===== src/rtl/mem_cmd_sched_if.sv =====
// Signal bundle between the clk150 command/data FIFOs, the command scheduler and the memory controller.
// The stat_* counter signals exist only when MEM_CMD_SCHED_STATS_EN is defined.
interface mem_cmd_sched_if #(
    parameter int ADDR_W = 32,
    parameter int LEN_W  = 13,
    parameter int DATA_W = 32
);
    localparam int CMD_W = ADDR_W + LEN_W;

    logic [CMD_W-1:0]  rd_cmd_data;
    logic              rd_cmd_valid;
    logic              rd_cmd_ready;
    logic [CMD_W-1:0]  wr_cmd_data;
    logic              wr_cmd_valid;
    logic              wr_cmd_ready;
    logic [DATA_W-1:0] wr_data;
    logic              wr_data_valid;
    logic              wr_data_ready;
    logic [CMD_W:0]    mem_cmd_data;
    logic              mem_cmd_valid;
    logic              mem_cmd_ready;
    logic [DATA_W-1:0] mem_wr_data;
    logic              mem_wr_valid;
    logic              mem_wr_last;
    logic              mem_wr_ready;
    logic              mem_rd_done;
    logic [3:0]        rd_outstanding;
`ifdef MEM_CMD_SCHED_STATS_EN
    logic [31:0]       stat_rd_cmds;
    logic [31:0]       stat_wr_cmds;
    logic [31:0]       stat_wr_beats;
`endif

    // master: the scheduler. slave: FIFOs plus memory controller seen as one environment.
    modport master (
        input  rd_cmd_data, rd_cmd_valid, wr_cmd_data, wr_cmd_valid, wr_data, wr_data_valid,
               mem_cmd_ready, mem_wr_ready, mem_rd_done,
        output rd_cmd_ready, wr_cmd_ready, wr_data_ready, mem_cmd_data, mem_cmd_valid,
               mem_wr_data, mem_wr_valid, mem_wr_last, rd_outstanding
`ifdef MEM_CMD_SCHED_STATS_EN
        , output stat_rd_cmds, stat_wr_cmds, stat_wr_beats
`endif
    );

    modport slave (
        output rd_cmd_data, rd_cmd_valid, wr_cmd_data, wr_cmd_valid, wr_data, wr_data_valid,
               mem_cmd_ready, mem_wr_ready, mem_rd_done,
        input  rd_cmd_ready, wr_cmd_ready, wr_data_ready, mem_cmd_data, mem_cmd_valid,
               mem_wr_data, mem_wr_valid, mem_wr_last, rd_outstanding
`ifdef MEM_CMD_SCHED_STATS_EN
        , input stat_rd_cmds, stat_wr_cmds, stat_wr_beats
`endif
    );
endinterface


===== src/rtl/mem_cmd_sched.sv =====
// Merges read/write command streams onto one memory command port, sequences write beats, caps reads.
// Optional handshake counters are built when MEM_CMD_SCHED_STATS_EN is defined.
module mem_cmd_sched #(
    parameter int ADDR_W     = 32,
    parameter int LEN_W      = 13,
    parameter int DATA_W     = 32,
    parameter int MAX_RD_OUT = 4
) (
    input  logic            clk150,
    input  logic            rst,
    mem_cmd_sched_if.master bus
);
    localparam int         CMD_W  = ADDR_W + LEN_W;
    localparam int         BEAT_W = LEN_W - 1;
    localparam logic [3:0] RD_CAP = 4'(MAX_RD_OUT);

    typedef enum logic [1:0] {IDLE, CMD, WDATA} state_e;
    typedef enum logic {GNT_RD = 1'b0, GNT_WR = 1'b1} grant_e;

    state_e            state_q;
    grant_e            last_grant_q;
    logic [CMD_W:0]    cmd_q;
    logic [BEAT_W-1:0] beat_cnt_q;
    logic [3:0]        rd_out_q, rd_out_d;
    logic              rd_cmd_ready_q, wr_cmd_ready_q, mem_cmd_valid_q;

    logic              rd_elig, wr_elig, grant_wr, in_wdata;
    logic              cmd_hs, rd_cmd_hs, rd_dec, beat_hs;
    logic [LEN_W:0]    wr_len_rnd;
    logic [BEAT_W-1:0] wr_beats;

    assign rd_elig    = bus.rd_cmd_valid && (rd_out_q < RD_CAP);
    assign wr_elig    = bus.wr_cmd_valid;
    // Contended grants go to whichever side did not win last time.
    assign grant_wr   = wr_elig && (!rd_elig || last_grant_q == GNT_RD);
    assign in_wdata   = (state_q == WDATA);
    assign cmd_hs     = mem_cmd_valid_q && bus.mem_cmd_ready;
    assign rd_cmd_hs  = cmd_hs && !cmd_q[CMD_W];
    assign rd_dec     = bus.mem_rd_done && (rd_out_q != 4'd0);
    assign beat_hs    = in_wdata && bus.wr_data_valid && bus.mem_wr_ready;
    assign wr_len_rnd = {1'b0, bus.wr_cmd_data[CMD_W-1:ADDR_W]} + (LEN_W+1)'(3);
    assign wr_beats   = wr_len_rnd[LEN_W:2];

    // NOTE: sequential state uses non-blocking assignments so every register samples pre-edge values.
    always_ff @(posedge clk150 or posedge rst) begin
        if (rst) begin
            state_q         <= IDLE;
            last_grant_q    <= GNT_WR;
            cmd_q           <= '0;
            beat_cnt_q      <= '0;
            rd_cmd_ready_q  <= 1'b0;
            wr_cmd_ready_q  <= 1'b0;
            mem_cmd_valid_q <= 1'b0;
        end else begin
            rd_cmd_ready_q <= 1'b0;
            wr_cmd_ready_q <= 1'b0;
            unique case (state_q)
                IDLE: begin
                    if (rd_elig || wr_elig) begin
                        state_q         <= CMD;
                        mem_cmd_valid_q <= 1'b1;
                        last_grant_q    <= grant_wr ? GNT_WR : GNT_RD;
                        if (grant_wr) begin
                            cmd_q          <= {1'b1, bus.wr_cmd_data};
                            beat_cnt_q     <= wr_beats;
                            wr_cmd_ready_q <= 1'b1;
                        end else begin
                            cmd_q          <= {1'b0, bus.rd_cmd_data};
                            rd_cmd_ready_q <= 1'b1;
                        end
                    end
                end
                CMD: begin
                    if (bus.mem_cmd_ready) begin
                        mem_cmd_valid_q <= 1'b0;
                        state_q         <= (cmd_q[CMD_W] && beat_cnt_q != '0) ? WDATA : IDLE;
                    end
                end
                WDATA: begin
                    if (beat_hs) begin
                        beat_cnt_q <= beat_cnt_q - BEAT_W'(1);
                        if (beat_cnt_q == BEAT_W'(1)) state_q <= IDLE;
                    end
                end
                default: state_q <= IDLE;
            endcase
        end
    end

    // NOTE: every always_comb output gets a default first so no latch can be inferred.
    always_comb begin
        rd_out_d = rd_out_q;
        case ({rd_cmd_hs, rd_dec})
            2'b10:   rd_out_d = rd_out_q + 4'd1;
            2'b01:   rd_out_d = rd_out_q - 4'd1;
            default: rd_out_d = rd_out_q;
        endcase
    end

    always_ff @(posedge clk150 or posedge rst) begin
        if (rst) rd_out_q <= 4'd0;
        else     rd_out_q <= rd_out_d;
    end

    assign bus.rd_cmd_ready   = rd_cmd_ready_q;
    assign bus.wr_cmd_ready   = wr_cmd_ready_q;
    assign bus.mem_cmd_valid  = mem_cmd_valid_q;
    assign bus.mem_cmd_data   = cmd_q;
    // Beats only flow while a write burst is owed.
    assign bus.mem_wr_data    = in_wdata ? bus.wr_data : DATA_W'(0);
    assign bus.mem_wr_valid   = in_wdata && bus.wr_data_valid;
    assign bus.mem_wr_last    = in_wdata && (beat_cnt_q == BEAT_W'(1));
    assign bus.wr_data_ready  = in_wdata && bus.mem_wr_ready;
    assign bus.rd_outstanding = rd_out_q;

`ifdef MEM_CMD_SCHED_STATS_EN
    logic [31:0] stat_rd_q, stat_wr_q, stat_beat_q;

    always_ff @(posedge clk150 or posedge rst) begin
        if (rst) begin
            stat_rd_q   <= 32'd0;
            stat_wr_q   <= 32'd0;
            stat_beat_q <= 32'd0;
        end else begin
            if (rd_cmd_hs)                stat_rd_q   <= stat_rd_q + 32'd1;
            if (cmd_hs && cmd_q[CMD_W])   stat_wr_q   <= stat_wr_q + 32'd1;
            if (beat_hs)                  stat_beat_q <= stat_beat_q + 32'd1;
        end
    end

    assign bus.stat_rd_cmds  = stat_rd_q;
    assign bus.stat_wr_cmds  = stat_wr_q;
    assign bus.stat_wr_beats = stat_beat_q;
`endif
endmodule


===== src/flat_wrapper.sv =====
// flat-port wrapper written by rule: the top's interface ports become plain ports
module mem_cmd_sched_flat 
#(
    parameter int ADDR_W     = 32,
    parameter int LEN_W      = 13,
    parameter int DATA_W     = 32,
    parameter int MAX_RD_OUT = 4
)
  (clk150, rst, bus_rd_cmd_data, bus_rd_cmd_valid, bus_wr_cmd_data, bus_wr_cmd_valid, bus_wr_data, bus_wr_data_valid, bus_mem_cmd_ready, bus_mem_wr_ready, bus_mem_rd_done, bus_rd_cmd_ready, bus_wr_cmd_ready, bus_wr_data_ready, bus_mem_cmd_data, bus_mem_cmd_valid, bus_mem_wr_data, bus_mem_wr_valid, bus_mem_wr_last, bus_rd_outstanding);
  mem_cmd_sched_if #(.ADDR_W(ADDR_W), .LEN_W(LEN_W), .DATA_W(DATA_W)) bus_i ();
  input  logic clk150;
  input  logic rst;
  input wire logic [$bits(bus_i.rd_cmd_data)-1:0] bus_rd_cmd_data;
  input wire logic [$bits(bus_i.rd_cmd_valid)-1:0] bus_rd_cmd_valid;
  input wire logic [$bits(bus_i.wr_cmd_data)-1:0] bus_wr_cmd_data;
  input wire logic [$bits(bus_i.wr_cmd_valid)-1:0] bus_wr_cmd_valid;
  input wire logic [$bits(bus_i.wr_data)-1:0] bus_wr_data;
  input wire logic [$bits(bus_i.wr_data_valid)-1:0] bus_wr_data_valid;
  input wire logic [$bits(bus_i.mem_cmd_ready)-1:0] bus_mem_cmd_ready;
  input wire logic [$bits(bus_i.mem_wr_ready)-1:0] bus_mem_wr_ready;
  input wire logic [$bits(bus_i.mem_rd_done)-1:0] bus_mem_rd_done;
  output wire logic [$bits(bus_i.rd_cmd_ready)-1:0] bus_rd_cmd_ready;
  output wire logic [$bits(bus_i.wr_cmd_ready)-1:0] bus_wr_cmd_ready;
  output wire logic [$bits(bus_i.wr_data_ready)-1:0] bus_wr_data_ready;
  output wire logic [$bits(bus_i.mem_cmd_data)-1:0] bus_mem_cmd_data;
  output wire logic [$bits(bus_i.mem_cmd_valid)-1:0] bus_mem_cmd_valid;
  output wire logic [$bits(bus_i.mem_wr_data)-1:0] bus_mem_wr_data;
  output wire logic [$bits(bus_i.mem_wr_valid)-1:0] bus_mem_wr_valid;
  output wire logic [$bits(bus_i.mem_wr_last)-1:0] bus_mem_wr_last;
  output wire logic [$bits(bus_i.rd_outstanding)-1:0] bus_rd_outstanding;
  assign bus_i.rd_cmd_data = bus_rd_cmd_data;
  assign bus_i.rd_cmd_valid = bus_rd_cmd_valid;
  assign bus_i.wr_cmd_data = bus_wr_cmd_data;
  assign bus_i.wr_cmd_valid = bus_wr_cmd_valid;
  assign bus_i.wr_data = bus_wr_data;
  assign bus_i.wr_data_valid = bus_wr_data_valid;
  assign bus_i.mem_cmd_ready = bus_mem_cmd_ready;
  assign bus_i.mem_wr_ready = bus_mem_wr_ready;
  assign bus_i.mem_rd_done = bus_mem_rd_done;
  assign bus_rd_cmd_ready = bus_i.rd_cmd_ready;
  assign bus_wr_cmd_ready = bus_i.wr_cmd_ready;
  assign bus_wr_data_ready = bus_i.wr_data_ready;
  assign bus_mem_cmd_data = bus_i.mem_cmd_data;
  assign bus_mem_cmd_valid = bus_i.mem_cmd_valid;
  assign bus_mem_wr_data = bus_i.mem_wr_data;
  assign bus_mem_wr_valid = bus_i.mem_wr_valid;
  assign bus_mem_wr_last = bus_i.mem_wr_last;
  assign bus_rd_outstanding = bus_i.rd_outstanding;
  mem_cmd_sched #(.ADDR_W(ADDR_W), .LEN_W(LEN_W), .DATA_W(DATA_W), .MAX_RD_OUT(MAX_RD_OUT)) u_core (.clk150(clk150), .rst(rst), .bus(bus_i));
endmodule

===== config.mk =====
export PLATFORM = sky130hd
export DESIGN_NAME = mem_cmd_sched_flat
export DESIGN_NICKNAME = d
export VERILOG_FILES = /design/src/rtl/mem_cmd_sched_if.sv /design/src/rtl/mem_cmd_sched.sv /design/src/flat_wrapper.sv
export SDC_FILE = /design/constraint.sdc
export NUM_CORES = 1
export LEC_CHECK = 0
export BUFFER_PORTS_ARGS = -buffer_cell sky130_fd_sc_hd__buf_2
export CORE_ASPECT_RATIO = 1.75
export CORE_UTILIZATION = 40
export DETAILED_ROUTE_END_ITERATION = 10
export PLACE_DENSITY = 0.74
export SYNTH_ARGS = -nofsm -noshare
export SYNTH_HDL_FRONTEND = slang
export SYNTH_SLANG_ARGS = --single-unit

===== constraint.sdc =====
create_clock -name clk150 -period 2.9 [get_ports clk150]
set_input_delay 0.435 -clock clk150 [delete_from_list [all_inputs] [get_ports clk150]]
set_output_delay 0.435 -clock clk150 [all_outputs]
set_load 0.02 [all_outputs]

**After elaboration in Yosys (flattened, before gate mapping)**

Cells that the tools add are included.

- Bits in writable memories: 0
- Bits in registers: 68
- Memories kept: 0
- Word-level logic and storage cells: 70
- Bits of input ports: 130
- Latch bits: 0
- Bits in read-only memories: 0

- Div/mod/pow operators: 0
- $lt $le $gt $ge: 1
- Equal/unequal tests: 10
- Multipliers: 0
- Mux-type cells: 22
- Bitwise operators: 1
- Reductions and logical operators: 24
- Shift operators: 0
- Add/sub/neg operators: 4

Operators with widths:

| cell | count |
|---|---|
| $mux 46 | 1 |
| $mux 12 | 3 |
| $mux 32 | 1 |
| $pmux 12 s2 | 1 |
| $add 13x2->14 const B | 1 |
| $eq 12x1->1 const B | 1 |
| $reduce_bool 12->1 | 1 |
| $sub 12x1->12 const B | 1 |
| $logic_and 1x1->1 | 10 |
| $mux 2 | 5 |
| $mux 1 | 8 |
| $pmux 4 s2 | 1 |
| $reduce_and 4->1 | 2 |
| $ne 2x2->1 const B | 3 |
| $pmux 2 s3 | 1 |
| $reduce_bool 2->1 | 3 |
| $add 4x1->4 const B | 1 |
| $eq 2x1->1 const B | 2 |
| $eq 2x2->1 const B | 2 |
| $lt 4x3->1 const B | 1 |
| $ne 2x1->1 const B | 2 |
| $reduce_bool 4->1 | 1 |
| $sub 4x1->4 const B | 1 |
| $reduce_and 3->1 | 1 |
| other kinds (6) | 8 |

**Logic depth before layout (Yosys ltp)**

- Depth after elaboration: 8
- Gate-level depth with buffers: 8
- Mapped depth without buffers: 8

**Least setup slack after synthesis**

Ideal clock, no wire load.

- Path kind: reg2reg
- Start point: register u_core.rd_out_q[2] (netlist: u_core.bus.rd_outstanding[2])
- End point: register u_core.rd_out_q[2] (netlist: u_core.bus.rd_outstanding[2])
- Stages on the path, launching flop included: 9
- Setup slack: 748 ps
- Library setup time: 135 ps
- Clock period less this slack: 2152 ps
- Data arrival time: 2017 ps
- Path through: dfrtp_1 > o41a_1 > ha_1 > xor2_1 > ha_1 > a21oi_1 > xor2_1 > nor2_1 > xor2_1

- Longest elaborated chain between the ends: 4
- Elaborated cells on any way between the ends: 8
- Classes of those cells: add/sub (2); eq/ne (2); mux (1); reduce/logical (3)

RTL lines:

| item | RTL line | source |
|---|---|---|
| from (decl) | mem_cmd_sched.sv:24 | `logic [3:0] rd_out_q, rd_out_d;` |
| from (signal assigned) | mem_cmd_sched.sv:102 | `else rd_out_q <= rd_out_d;` |
| parallel branches: the longest is 4 deep, another holds $sub 4x1->4 | n/a |  |

Several ways; the timed one is not identified.
A chain may end at the register's enable or synchronous reset.

**Worst setup path in the final report**

- Start point: register u_core.beat_cnt_q[4]
- End point: output bus_mem_wr_last

- Longest elaborated chain between the ends: 2

RTL lines:

| item | RTL line | source |
|---|---|---|
| from (decl) | mem_cmd_sched.sv:23 | `logic [BEAT_W-1:0] beat_cnt_q;` |
| from (signal assigned) | mem_cmd_sched.sv:65 | `beat_cnt_q <= wr_beats;` |
| from (signal assigned) | mem_cmd_sched.sv:81 | `beat_cnt_q <= beat_cnt_q - BEAT_W'(1);` |
| $eq 12x1->1 | mem_cmd_sched.sv:112 | `assign bus.mem_wr_last = in_wdata && (beat_cnt_q == BEAT_W'(1));` |
| $logic_and 1x1->1 | mem_cmd_sched.sv:112 |  |
| to (decl) | flat_wrapper.sv:29 | `output wire logic [$bits(bus_i.mem_wr_last)-1:0] bus_mem_wr_last;` |

Every way passes these cells.

==> summary.txt <==
CTS
  – # Post-CTS Setup Buffers: 0
  – Hold-fix buffers, CTS: 0
  – CTS buffer count: 9
  – Clk slew on worst S/H paths: 0.06 ns
  – Post-cts resize count: 0
  – CTS tree: yes
  – Maximum clock path buffer count: 2
  – H-tree lvl count: 3
  – Root Driver: clkbuf_16
  – Clk sink count: 68
  – Worst skew pair latency: 0.33 ns

Synthesis
  – Multiplexer share of the synthesized area: 10.8%
  – Syn Area/Cell: 9.31 sq um
  – Yosys reg bits: 68
  – Adder-cell share of the synthesized area: 1.96%
  – Synth Area in XOR/XNOR: 3.20%
  – Register area share after synthesis: 44.5%
  – Synthesized cell area: 3830 sq um
  – Simple-gate portion of the synthesized area: 21.3%
  – EDFF count, synth: 0
  – Compound-Gate Fraction of Synth Area: 14.6%
  – Post-Synthesis Cells: 411
  – Synth unique cells: 53
  – Main flop type after synthesis: dfrtp_1
  – Synth async-reset ratio: 100%
  – Syn_nets: 547
  – Warnings, synthesis: 0
  – Main combinational cell family by area after synthesis: simple AND/OR/NAND/NOR gates

Global route
  – Initial antenna violation count: 0
  – GR Overflow Total: 0
  – First-pass GRT wire length: 17,400 microns
  – Number of global-route vias before repair: 3,862
  – Largest net degree at the start of global routing: 66
  – GRT Total Usage: 21.7%

Final layout
  – Final standard cell area without fillers: 5420 sq um
  – Antenna Cells: 0
  – Layout Cells excl Fill: 745
  – Share of layout cells above drive strength 1: 39.8%
  – Layout area overhead: 41.7%
  – Layout net count: 756
  – Fillers: 797

Routing
  – DRC viols: 0
  – DR pass1 iterations: 4
  – Routed wl met3: 771 microns
  – DR vias: 3,876
  – Top Metal Used: met4
  – Routed len/inst: 14.3 microns
  – Vias per cell: 5.20
  – Met2 wire len: 5830 microns
  – Routed Antenna Nets: 0
  – WL final: 10,600 microns
  – Met1 wire length: 3740 microns
  – DR iter-0 viols: 151

STA
  – Fmax achieved: 434 MHz
  – Min cycle time layout: 2.30 ns
  – Endpoints failing hold: 0
  – Final Skew: 0.00539 ns
  – RSZ-0062 raised after global routing: false
  – Total negative slack: 0 ns
  – Final period util: 79.4%
  – Max transition margin: 49.3%
  – Final Max Slew Viols: 0
  – Setup Viol. Count Final: 0
  – Worst-margin pin slew: 0.758 ns

Hold path
  – Worst hold path type: input pin to asynchronous set/reset pin

Floorplanning
  – Site Rows: 46
  – Die X-Extent: 75.9 microns
  – Die height: 131 microns
  – Initial Utilization: 41.8%
  – Ports: 218
  – Die ar.: 9980 sq um
  – CORE AREA: 9150 sq um

Place
  – Routability congestion estimate: 0.869
  – Post-DP Area: 5060 sq um
  – Post-Place Cells: 729
  – IO buf count: 217
  – HPWL after DPL: 8310 microns

Critical path
  – Worst Reg-to-Reg Cells: 8
  – CP required: 2.47 ns
  – Setup Crit Path Kind: flip-flop to output pin
  – R2R Path Start: u_core.bus.rd_outstanding[2]$_DFFE_PP0P_
  – CP Launch Type: flip-flop
  – Crit path arrival time: 1.87 ns
  – Critical-path maximum fanout: 9
  – Critical Path End Type: output pin
  – Setup crit start: u_core.beat_cnt_q[4]$_DFFE_PP0P_

Outcome
  – Outcome: finished clean

Power and ir drop
  – Leak Pwr: 2.87 nW
  – Max VDD drop: 469 uV
  – Total power: 5.66 mW
  – Power density cells: 1040 nW/um^2

Job
  – Max_cap viols: 0
Yosys cell counts (2+ instances only):
cell type | count | area, sq um
nand3_1 | 7 | 35.0
o211ai_1 | 4 | 30.0
buf_2 | 8 | 40.0
or2_2 | 2 | 12.5
nor3b_1 | 2 | 15.0
mux2i_1 | 40 | 400
a31oi_1 | 3 | 18.8
nor2_1 | 10 | 37.5
dfrtp_1 | 67 | 1680
inv_1 | 9 | 33.8
or4_1 | 2 | 15.0
xor2_1 | 8 | 70.1
nor3_1 | 4 | 20.0
a21oi_1 | 10 | 50.1
buf_4 | 2 | 15.0
clkbuf_1 | 14 | 52.6
and2_1 | 34 | 213
a211oi_1 | 3 | 22.5
o221ai_1 | 8 | 70.1
or3_1 | 2 | 12.5
ha_1 | 6 | 75.1
o21ai_1 | 19 | 95.1
o21ai_0 | 32 | 160
xnor2_1 | 6 | 52.6
nand2_1 | 70 | 263
nand3b_1 | 2 | 15.0
nand4bb_1 | 2 | 22.5
nor4_1 | 5 | 31.3
nand4_1 | 4 | 25.0
and3_1 | 3 | 18.8
kinds of logic after synthesis:
family	after synthesis
mux	41
flops	68
fa+ha+maj	6
xor+xnor	14
buf+inv	33
simple gates	158
compound gates	91
metal layers:
layer,GRT usage (%),vias to the layer above
met4,11.3,0
met5,0,-
li1,-,1868
met3,5.14,28
met2,41.2,204
met1,21.4,1776
layout by cell type (no fill, tap or decap), drive strengths merged, types with 7 or more instances in the layout:
cell and instances:
a21oi 10, xor2 8, nand3 7, nand2 71
mux2i 40, dfrtp 67, nor2 10, and2 34
o221ai 8, o21ai 51, buf 222, inv 9
clkbuf 10
where the power goes:
| group | internal (mW) | switching, mW |
|---|---|---|
| logic | 0.966 | 1.59 |
| clock network | 0.928 | 0.392 |
| registers | 1.42 | 0.368 |
| total | 3.31 | 2.35 |
critical path: stages (launching register included):
cell     delay (ns)
dfrtp_1        0.44
nor3_2         0.48
and3_1         0.30
and3_1         0.17
buf_2          0.16
layout make-up:
type	instances	area, sq um	share of cell area [%]
tap	120	150	2.77
timing repair buffer	222	1170	21.6
multi-input combinational	310	2000	36.8
clock buffer	10	229	4.22
sequential	68	1700	31.4
inverter	9	33.8	0.623
clock inverter	6	136	2.52
flip-flops by register name, indices dropped and copies added, names as in the netlist:
signal,cells
u_core.state_q,2
u_core.bus.wr_cmd_ready,1
u_core.last_grant_q,1
u_core.beat_cnt_q,12
u_core.bus.mem_cmd_data,46
u_core.bus.rd_outstanding,4
u_core.bus.mem_cmd_valid,1
u_core.bus.rd_cmd_ready,1
worst paths after layout:
kind,end,slack (ns)
worst max-delay path,bus_mem_wr_last,0.60
worst min-delay path,u_core.bus.mem_cmd_data[22]$_DFFE_PP0P_,0.22
worst min register to register,u_core.last_grant_q$_DFFE_PP1P_,0.47
worst max register to register,u_core.bus.rd_outstanding[2]$_DFFE_PP0P_,0.70
min in group clk150,u_core.state_q[0]$_DFFE_PP0P_,0.32
max in group asynchronous,u_core.bus.mem_cmd_data[34]$_DFFE_PP0P_,2.03
stage by stage:
step / hold WS (ns) / utilization, % / setup slack [ns]
after floorplan: 0.439 / - / 0.748
after global placement: 0.456 / 55.3 / 0.807
after detailed placement: 0.457 / 55.3 / 0.704
after CTS: 0.234 / 59.3 / 0.591
after global routing: 0.260 / 59.3 / 0.503
final: 0.225 / 59.3 / 0.598
(Power assumes the default switching activity.)
